## src/rtl/jtag_pkg.sv

```systemverilog
// Shared JTAG definitions: IR geometry, capture pattern, opcodes and IR monitor states.
// Both the IR shift stage and the IR shift monitor take their defaults from here.
package jtag_pkg;

    localparam int IR_WIDTH_DEF  = 4;
    localparam int CNT_WIDTH_DEF = 6;

    localparam logic [IR_WIDTH_DEF-1:0] CAPTURE_VAL_DEF = 4'b0101;

    localparam logic [IR_WIDTH_DEF-1:0] OP_EXTEST = 4'b0000;
    localparam logic [IR_WIDTH_DEF-1:0] OP_IDCODE = 4'b0001;
    localparam logic [IR_WIDTH_DEF-1:0] OP_SAMPLE = 4'b0010;
    localparam logic [IR_WIDTH_DEF-1:0] OP_BYPASS = 4'b1111;

    typedef enum logic [2:0] {
        MON_IDLE     = 3'd0,
        MON_CAPTURED = 3'd1,
        MON_SHIFTING = 3'd2,
        MON_EXACT    = 3'd3,
        MON_OVER     = 3'd4,
        MON_ERROR    = 3'd5
    } mon_state_e;

endpackage

```

## src/rtl/ir_shift_monitor_if.sv

```systemverilog
// TAP-side signal bundle of the IR shift monitor: serial input, TAP state strobes and status.
// master drives TDI/CAPTUREIR/SHIFTIR, slave is the monitor.
interface ir_shift_monitor_if
    import jtag_pkg::*;
#(
    parameter int IR_WIDTH  = IR_WIDTH_DEF,
    parameter int CNT_WIDTH = CNT_WIDTH_DEF
);

    logic                 TDI;
    logic                 CAPTUREIR;
    logic                 SHIFTIR;
    logic [CNT_WIDTH-1:0] SHIFT_COUNT;
    logic [IR_WIDTH-1:0]  IR_SHADOW;
    logic                 LEN_OK;
    logic                 OVERSHIFT;
    logic                 SEQ_ERR;
    logic [2:0]           MON_STATE;
    logic                 PARITY;

    modport master (
        output TDI, CAPTUREIR, SHIFTIR,
        input  SHIFT_COUNT, IR_SHADOW, LEN_OK, OVERSHIFT, SEQ_ERR, MON_STATE, PARITY
    );

    modport slave (
        input  TDI, CAPTUREIR, SHIFTIR,
        output SHIFT_COUNT, IR_SHADOW, LEN_OK, OVERSHIFT, SEQ_ERR, MON_STATE, PARITY
    );

endinterface

```

## src/rtl/ir_shift_counter.sv

```systemverilog
// Saturating shift counter; flags compare the count this edge would produce against IR_WIDTH,
// so the monitor FSM can pick its next state in the same cycle.
module ir_shift_counter
    import jtag_pkg::*;
#(
    parameter int IR_WIDTH  = IR_WIDTH_DEF,
    parameter int CNT_WIDTH = CNT_WIDTH_DEF
) (
    input  logic                 CLOCKIR,
    input  logic                 rst,
    input  logic                 clear,
    input  logic                 inc,
    output logic [CNT_WIDTH-1:0] count,
    output logic                 next_eq,
    output logic                 next_gt
);

    localparam logic [CNT_WIDTH-1:0] CNT_MAX = '1;
    localparam logic [CNT_WIDTH-1:0] TARGET  = CNT_WIDTH'(IR_WIDTH);

    logic [CNT_WIDTH-1:0] count_inc;

    always_comb begin
        count_inc = (count == CNT_MAX) ? count : count + CNT_WIDTH'(1);
        next_eq   = (count_inc == TARGET);
        next_gt   = (count_inc >  TARGET);
    end

    // NOTE: registers use non-blocking assignment so every flop samples pre-edge values.
    always_ff @(posedge CLOCKIR or posedge rst) begin
        if (rst) begin
            count <= '0;
        end else if (clear) begin
            count <= '0;
        end else if (inc) begin
            count <= count_inc;
        end
    end

endmodule

```

## src/rtl/ir_shift_monitor.sv

```systemverilog
// IR shift monitor: tracks shift length and a shadow of the last IR_WIDTH bits after Capture-IR.
// Optional running parity of shifted bits is enabled by defining IR_MON_PARITY_EN.
module ir_shift_monitor
    import jtag_pkg::*;
#(
    parameter int                  IR_WIDTH    = IR_WIDTH_DEF,
    parameter int                  CNT_WIDTH   = CNT_WIDTH_DEF,
    parameter logic [IR_WIDTH-1:0] CAPTURE_VAL = CAPTURE_VAL_DEF
) (
    input  logic              CLOCKIR,
    input  logic              rst,
    ir_shift_monitor_if.slave bus
);

    mon_state_e           state;
    mon_state_e           state_nxt;
    logic [IR_WIDTH-1:0]  shadow;
    logic [CNT_WIDTH-1:0] count;
    logic                 capture;
    logic                 shift_ok;
    logic                 next_eq;
    logic                 next_gt;
    logic                 parity;

    // A shift is only counted once a capture has established a known starting point.
    assign capture  = bus.CAPTUREIR;
    assign shift_ok = !bus.CAPTUREIR && bus.SHIFTIR &&
                      (state != MON_IDLE) && (state != MON_ERROR);

    ir_shift_counter #(
        .IR_WIDTH  (IR_WIDTH),
        .CNT_WIDTH (CNT_WIDTH)
    ) u_counter (
        .CLOCKIR (CLOCKIR),
        .rst     (rst),
        .clear   (capture),
        .inc     (shift_ok),
        .count   (count),
        .next_eq (next_eq),
        .next_gt (next_gt)
    );

    always_ff @(posedge CLOCKIR or posedge rst) begin
        if (rst) begin
            state <= MON_IDLE;
        end else begin
            state <= state_nxt;
        end
    end

    // NOTE: default assignment first so no path through the block leaves state_nxt unassigned (no latch).
    always_comb begin
        state_nxt = state;
        if (bus.CAPTUREIR) begin
            state_nxt = MON_CAPTURED;
        end else if (bus.SHIFTIR) begin
            if (!shift_ok)    state_nxt = MON_ERROR;
            else if (next_gt) state_nxt = MON_OVER;
            else if (next_eq) state_nxt = MON_EXACT;
            else              state_nxt = MON_SHIFTING;
        end
    end

    // NOTE: the shadow is a plain register, so it takes an async reset like every other flop.
    always_ff @(posedge CLOCKIR or posedge rst) begin
        if (rst) begin
            shadow <= '0;
        end else if (capture) begin
            shadow <= CAPTURE_VAL;
        end else if (shift_ok) begin
            shadow <= {bus.TDI, shadow[IR_WIDTH-1:1]};
        end
    end

`ifdef IR_MON_PARITY_EN
    always_ff @(posedge CLOCKIR or posedge rst) begin
        if (rst) begin
            parity <= 1'b0;
        end else if (capture) begin
            parity <= 1'b0;
        end else if (shift_ok) begin
            parity <= parity ^ bus.TDI;
        end
    end
`else
    assign parity = 1'b0;
`endif

    // Flags decode the registered state only, keeping them quasi-static between edges.
    always_comb begin
        bus.SHIFT_COUNT = count;
        bus.IR_SHADOW   = shadow;
        bus.LEN_OK      = (state == MON_EXACT);
        bus.OVERSHIFT   = (state == MON_OVER);
        bus.SEQ_ERR     = (state == MON_ERROR);
        bus.MON_STATE   = state;
        bus.PARITY      = parity;
    end

endmodule

```

## src/flat_wrapper.sv

```systemverilog
// flat-port wrapper written by rule: the top's interface ports become plain ports
module ir_shift_monitor_flat import jtag_pkg::*;
#(
    parameter int                  IR_WIDTH    = IR_WIDTH_DEF,
    parameter int                  CNT_WIDTH   = CNT_WIDTH_DEF,
    parameter logic [IR_WIDTH-1:0] CAPTURE_VAL = CAPTURE_VAL_DEF
)
  (CLOCKIR, rst, bus_TDI, bus_CAPTUREIR, bus_SHIFTIR, bus_SHIFT_COUNT, bus_IR_SHADOW, bus_LEN_OK, bus_OVERSHIFT, bus_SEQ_ERR, bus_MON_STATE, bus_PARITY);
  ir_shift_monitor_if #(.IR_WIDTH(IR_WIDTH), .CNT_WIDTH(CNT_WIDTH)) bus_i ();
  input  logic CLOCKIR;
  input  logic rst;
  input wire logic [$bits(bus_i.TDI)-1:0] bus_TDI;
  input wire logic [$bits(bus_i.CAPTUREIR)-1:0] bus_CAPTUREIR;
  input wire logic [$bits(bus_i.SHIFTIR)-1:0] bus_SHIFTIR;
  output wire logic [$bits(bus_i.SHIFT_COUNT)-1:0] bus_SHIFT_COUNT;
  output wire logic [$bits(bus_i.IR_SHADOW)-1:0] bus_IR_SHADOW;
  output wire logic [$bits(bus_i.LEN_OK)-1:0] bus_LEN_OK;
  output wire logic [$bits(bus_i.OVERSHIFT)-1:0] bus_OVERSHIFT;
  output wire logic [$bits(bus_i.SEQ_ERR)-1:0] bus_SEQ_ERR;
  output wire logic [$bits(bus_i.MON_STATE)-1:0] bus_MON_STATE;
  output wire logic [$bits(bus_i.PARITY)-1:0] bus_PARITY;
  assign bus_i.TDI = bus_TDI;
  assign bus_i.CAPTUREIR = bus_CAPTUREIR;
  assign bus_i.SHIFTIR = bus_SHIFTIR;
  assign bus_SHIFT_COUNT = bus_i.SHIFT_COUNT;
  assign bus_IR_SHADOW = bus_i.IR_SHADOW;
  assign bus_LEN_OK = bus_i.LEN_OK;
  assign bus_OVERSHIFT = bus_i.OVERSHIFT;
  assign bus_SEQ_ERR = bus_i.SEQ_ERR;
  assign bus_MON_STATE = bus_i.MON_STATE;
  assign bus_PARITY = bus_i.PARITY;
  ir_shift_monitor #(.IR_WIDTH(IR_WIDTH), .CNT_WIDTH(CNT_WIDTH), .CAPTURE_VAL(CAPTURE_VAL)) u_core (.CLOCKIR(CLOCKIR), .rst(rst), .bus(bus_i));
endmodule
```

## config.mk

```make
export PLATFORM = sky130hd
export DESIGN_NAME = ir_shift_monitor_flat
export DESIGN_NICKNAME = d
export VERILOG_FILES = /design/src/rtl/jtag_pkg.sv /design/src/rtl/ir_shift_monitor_if.sv /design/src/rtl/ir_shift_counter.sv /design/src/rtl/ir_shift_monitor.sv /design/src/flat_wrapper.sv
export SDC_FILE = /design/constraint.sdc
export NUM_CORES = 1
export LEC_CHECK = 0
export CORE_UTILIZATION = 45
export CTS_CLUSTER_DIAMETER = 150
export DETAILED_ROUTE_END_ITERATION = 16
export HOLD_SLACK_MARGIN = 0.02
export PLACE_DENSITY = 0.77
export RECOVER_POWER = 100
export REMOVE_ABC_BUFFERS = 1
export SKIP_CTS_REPAIR_TIMING = 1
export SLEW_MARGIN = 20
export SYNTH_ARGS = -nofsm -noshare
export SYNTH_HDL_FRONTEND = slang
export SYNTH_SLANG_ARGS = --single-unit
```

## constraint.sdc

```tcl
create_clock -name CLOCKIR -period 2.8 [get_ports CLOCKIR]
set_input_delay 0.7 -clock CLOCKIR [delete_from_list [all_inputs] [get_ports CLOCKIR]]
set_output_delay 0.7 -clock CLOCKIR [all_outputs]
set_load 0.005 [all_outputs]
```

==> impl_metrics.tcl, run 1 <==
set metrics [dict create \
    first_pass_iters 4 \
    status "finished clean" \
    clk_path_buf_depth 2 \
    synth_commonest_cells "dfrtp_1 (13), nand2_1 (9)" \
    coreArea_mm2 0.00152 \
    cp_cell_sequence "dlygate4sd3_1 > o21ai_0 > a41oi_1 > mux2_4" \
    clk_pin_slew_ps 80 \
    gr-total-overflow 0 \
    cts_sinks 13 \
    drt_iter0_drc 15 \
    setup_viol_count_final 0 \
    ys_seq_elements 13 \
    yosys.area.top_type "dfrtp_1" \
    cp.required_ps 2960 \
    hold_viol 0 \
    synthCells 75 \
    fmax_mhz 419 \
    fp-row-count 14 \
    synthTopCellsByArea "dfrtp_1 (43%), nand2_1 (4.5%), a211oi_1 (4.0%), a41oi_4 (3.7%), a311oi_1 (3.5%)" \
    synth_top_area_share 0.435 \
    final_area_um2 940 \
    fin_crit_sh 0.852 \
    routedWlPerCell_um 13.8 \
    max-cap-violations 0 \
    cts_tree "yes" \
    clock-skew-final_ps 1.44 \
    seq_area_frac_synth 0.435 \
    grt_antenna_before_repair 0 \
    p_total_mw 0.431 \
    hold_class "flop to flop" \
    postSynthAreaPerCell_um2 9.98 \
    yosysMostFrequentCell "dfrtp_1" \
    route.detailed.drc 0 \
    slew_violations 0 \
    end_kind "flop" \
    ant_nets 0 \
    cp_slowest_cell "dlygate4sd3_1" \
    synth_ff_type "dfrtp_1" \
    ir_worst_vdd_uv 269 \
    grt_use_total 0.182 \
    cts_inserted_buffers 3 \
    insertedDiodeCount 0 \
    nets 101 \
    ys_types 32 \
    period_needed_ps 2390 \
    rsz0062_at_grt "false" \
    die_h_um 42.8 \
    layout.filler_cells 132 \
    initial_core_util 0.491 \
    path_max_fanout 8 \
    power_density_mw_per_mm2 459 \
    cp-start-kind "input pin" \
    post_dp_cell_area_um2 936 \
    worst_pin_slew_ps 879 \
    htree_levels 1 \
    wl_um 1520 \
    ioPinCount 22 \
    cts_root_buffer "clkbuf_4" \
    crit_path_max_incr_delay_ps 620 \
    dieArea_mm2 0.00183 \
    drive_gt1_frac 0.0745 \
    routed_via_density 5.66 \
    arrival_ps 2540 \
    synthArstFlopShare 1.00 \
    die_x_um 42.8 \
    place_hpwl_um 1040 \
    vias 623 \
    portBuffers 20 \
    synth_edf_count 0 \
    grt_pass1_vias 592 \
    routabilityCongestion 0.817 \
    area.growth.synth_to_final_pct 25.6 \
    setup_tns_ps 0 \
    grt_max_degree 17 \
    synth_area_um2 748 \
    grt_pass1_wl_um 2550 \
    critPathKind "input pin to flop" \
    p_leak_nw 0.418 \
    slew_headroom 0.408 \
    insertion_delay_ps 270 \
    yosys_warnings 0 \
]
==> logic make-up after synthesis <==
| family | count (synthesis) | share of synthesized area |
|---|---|---|
| mux | 3 | 0.0468 |
| simple gates | 30 | 0.216 |
| compound gates | 17 | 0.192 |
| other cells | 1 | 0.00501 |
| xor+xnor | 3 | 0.0351 |
| flops | 13 | 0.435 |
| fa+ha+maj | 1 | 0.0167 |
| buf+inv | 7 | 0.0535 |
==> power by group <==
part	internal (mW)	switching, mW	total, mW
Combinational	0.0543	0.0466	0.101
Sequential	0.203	0.0158	0.218
Clock	0.0551	0.0571	0.112
==> worst paths after layout <==
| check | start | to | slack (ps) | depth (start not counted) |
|---|---|---|---|---|
| worst max-delay path | bus_SHIFTIR | u_core.u_counter.count[0] | 410 | 4 |
| worst min-delay path | u_core.bus.IR_SHADOW[0] | u_core.bus.IR_SHADOW[0] | 500 | 2 |
| worst max register to register | u_core.bus.MON_STATE[0] | u_core.u_counter.count[0] | 740 | 4 |
| worst min register to register | u_core.bus.IR_SHADOW[0] | u_core.bus.IR_SHADOW[0] | 500 | 2 |
| max in group asynchronous | rst | u_core.u_counter.count[0] | 1570 | 2 |
| min in group asynchronous | rst | u_core.bus.MON_STATE[2] | 900 | 2 |
==> sequential cells by signal, indices dropped and copies added, names as in the netlist <==
name / cells
u_core.bus.IR_SHADOW: 4
u_core.u_counter.count: 6
u_core.bus.MON_STATE: 3
==> routing by layer <==
layer  share of wire  global-route usage
met4          0.0039              0.0750
met1            0.45               0.232
met3           0.045              0.0255
met5               0                   0
met2            0.50               0.306
==> per-stage QoR <==
step | std cells | util | hold slack, ps | setup slack, ps
floorplan | 70 | - | 485 | 1210
global placement | 106 | 0.614 | 477 | 679
detailed placement | 106 | 0.614 | 497 | 642
CTS | 110 | 0.631 | 516 | 613
global route | 110 | 0.617 | 534 | 325
finish | 110 | 0.617 | 502 | 413
==> placed cells by master (no fill, tap or decap), types with 3 or more instances in the layout <==
cell type | netlist | routed
dlygate4sd3_1 | 0 | 18
dfrtp_1 | 13 | 13
nand2_1 | 9 | 9
a21oi_1 | 4 | 4
nor3_1 | 4 | 4
a211oi_1 | 4 | 4
nand2b_1 | 4 | 4
nor2_1 | 4 | 4
a311oi_1 | 3 | 3
clkbuf_4 | 0 | 3
==> worst max-delay path, delay by kind of cell <==
| family | cells | cell delay (ps) |
|---|---|---|
| compound gates | 2 | 880 |
| buf+inv | 1 | 620 |
| mux | 1 | 340 |
==> area by class of cell <==
type,instances,area (um2),share of cell area
clock buffers,4,26.3,0.0280
flip-flops and latches,13,325,0.346
well taps,16,20.0,0.0213
inverters,2,7.51,0.00799
multi-input cells,55,360,0.383
repair buffers,20,200,0.213
Power figures use the tool's default switching activity.
==> run 2: changes to the inputs <==
--- a/config.mk
+++ b/config.mk
@@ -17,3 +17,4 @@
 export SYNTH_ARGS = -nofsm -noshare
 export SYNTH_HDL_FRONTEND = slang
 export SYNTH_SLANG_ARGS = --single-unit
+export TNS_END_PERCENT = 1
==> constraint.sdc (replaced) <==
create_clock -name CLOCKIR -period 2.3 [get_ports CLOCKIR]
set_input_delay 0.575 -clock CLOCKIR [delete_from_list [all_inputs] [get_ports CLOCKIR]]
set_output_delay 0.575 -clock CLOCKIR [all_outputs]
set_load 0.005 [all_outputs]
==> run 2 against run 1 <==
Routed wire length down 0.85%. Largest cell class unchanged. Critical path type unchanged. Cell count unchanged. Via count down 1.8%.
==> impl_metrics.tcl, run 2 (synthesized netlist as in run 1, its figures left out) <==
set metrics [dict create \
    nets 101 \
    critPathKind "input pin to flop" \
    met2_usage 0.306 \
    use_met3 0.0255 \
    insertedDiodeCount 0 \
    top_register "u_core.u_counter.count" \
    largest_reg_flops 6 \
    insertion_delay_ps 270 \
    max-cap-violations 0 \
    die_x_um 42.8 \
    routedWlPerCell_um 13.7 \
    clk_path_buf_depth 2 \
    p_clk_frac 0.259 \
    ioPinCount 22 \
    period_needed_ps 2160 \
    htree_levels 1 \
    final_area_um2 958 \
    hold_path_depth 2 \
    fin_crit_sh 0.939 \
    clk_pin_slew_ps 80 \
    vias 612 \
    rsz0062_at_grt "false" \
    fmax_mhz 463 \
    worst_pin_slew_ps 1060 \
    intPower_mw 0.382 \
    power_frac_comb 0.237 \
    hold_path_end "u_core.bus.IR_SHADOW[0]" \
    slew_violations 0 \
    crit-reg2reg-launch "u_core.bus.MON_STATE[0]" \
    hold_viol 0 \
    fin_util 0.629 \
    drive_gt1_frac 0.0851 \
    setup_tns_ps 0 \
    area.growth.synth_to_final_pct 28.1 \
    grt_max_degree 17 \
    status "finished clean" \
    post-place-ws_ps 267 \
    post_dp_cell_area_um2 936 \
    drt_iter0_drc 12 \
    routabilityCongestion 0.817 \
    routed_via_density 5.56 \
    r2r_end "u_core.u_counter.count[0]" \
    grt_pass1_wl_um 2550 \
    worst_slack_ps 141 \
    cts_tree "yes" \
    dieArea_mm2 0.00183 \
    grt_use_total 0.182 \
    final_cell_mix "dlygate4sd3_1 (18), dfrtp_1 (13), nand2_1 (9)" \
    portBuffers 20 \
    p_total_mw 0.529 \
    grt_antenna_before_repair 0 \
    cts_sinks 13 \
    slew_headroom 0.288 \
    ff2ff_path_depth 4 \
    die_h_um 42.8 \
    gr-total-overflow 0 \
    top_usage_layer "met2" \
    place_hpwl_um 1040 \
    switchingPower_mw 0.146 \
    cp-start-kind "input pin" \
    p_leak_nw 0.419 \
    path_max_fanout 8 \
    pwr-share-seq 0.503 \
    wl_um 1510 \
    cts_inserted_buffers 3 \
    end_kind "flop" \
    switching_share 0.277 \
    grt_pass1_vias 592 \
    rrSetupSlack_ps 290 \
    clock-skew-final_ps 2.48 \
    initial_core_util 0.491 \
    hold_class "flop to flop" \
    route.detailed.drc 0 \
    hold_start "u_core.bus.IR_SHADOW[0]" \
    setup_viol_count_final 0 \
    power_density_mw_per_mm2 551 \
    cts_root_buffer "clkbuf_4" \
    arrival_ps 2320 \
    ir_worst_vdd_uv 335 \
    fp-row-count 14 \
    first_pass_iters 4 \
    coreArea_mm2 0.00152 \
    cp.required_ps 2460 \
    ant_nets 0 \
    met1_usage 0.232 \
    final_common_cell "dlygate4sd3_1" \
]
-- run 2: changes by cell type in the layout (fill, tap and decap cells not counted) --
cell     change
a41oi_1      -1
a41oi_4      +1
-- run 2: power by group through the flow --
stage	logic (mW)	clock network, mW	registers, mW
2_1_floorplan	0.0686	0	0.271
3_3_place_gp	0.135	0	0.271
3_5_place_dp	0.138	0	0.272
4_1_cts	0.138	0.143	0.268
5_1_grt	0.141	0.156	0.270
6_report	0.125	0.137	0.266
-- run 2: worst max path at each step --
stage,startpoint,endpoint,depth (start not counted)
2_1_floorplan,u_core.u_counter.count[0],u_core.u_counter.count[0],4
3_3_place_gp,bus_SHIFTIR,u_core.u_counter.count[0],4
3_5_place_dp,bus_SHIFTIR,u_core.u_counter.count[0],4
4_1_cts,u_core.bus.MON_STATE[0],bus_OVERSHIFT,2
5_1_grt,bus_SHIFTIR,u_core.u_counter.count[0],4
6_report,bus_SHIFTIR,u_core.u_counter.count[0],4
-- run 2: worst max-delay path, cell delays in order --
cell	delay, ps
dlygate4sd3_1	620
o21ai_0	400
a41oi_4	400
mux2_4	320
-- run 2: metrics by stage --
step	hold WS [ps]	instances
global placement	477	106
finish	501	110
floorplan	452	70
CTS	516	110
detailed placement	497	106
global route	534	110
-- run 2: area by class of cell --
| class | count | area [um2] |
|---|---|---|
| fill | 131 | 566 |
| multi-input combinational | 55 | 379 |
| sequential | 13 | 325 |
| timing repair buffer | 20 | 200 |
| clock buffer | 4 | 26.3 |
| tap | 16 | 20.0 |
| inverter | 2 | 7.51 |
-- run 2: layer usage --
metal,up-vias,share of wire,routed length [um]
met1,284,0.45,680
met5,-,0,0
met4,0,0.0040,6
met2,18,0.50,753
li1,308,-,-
met3,2,0.046,69
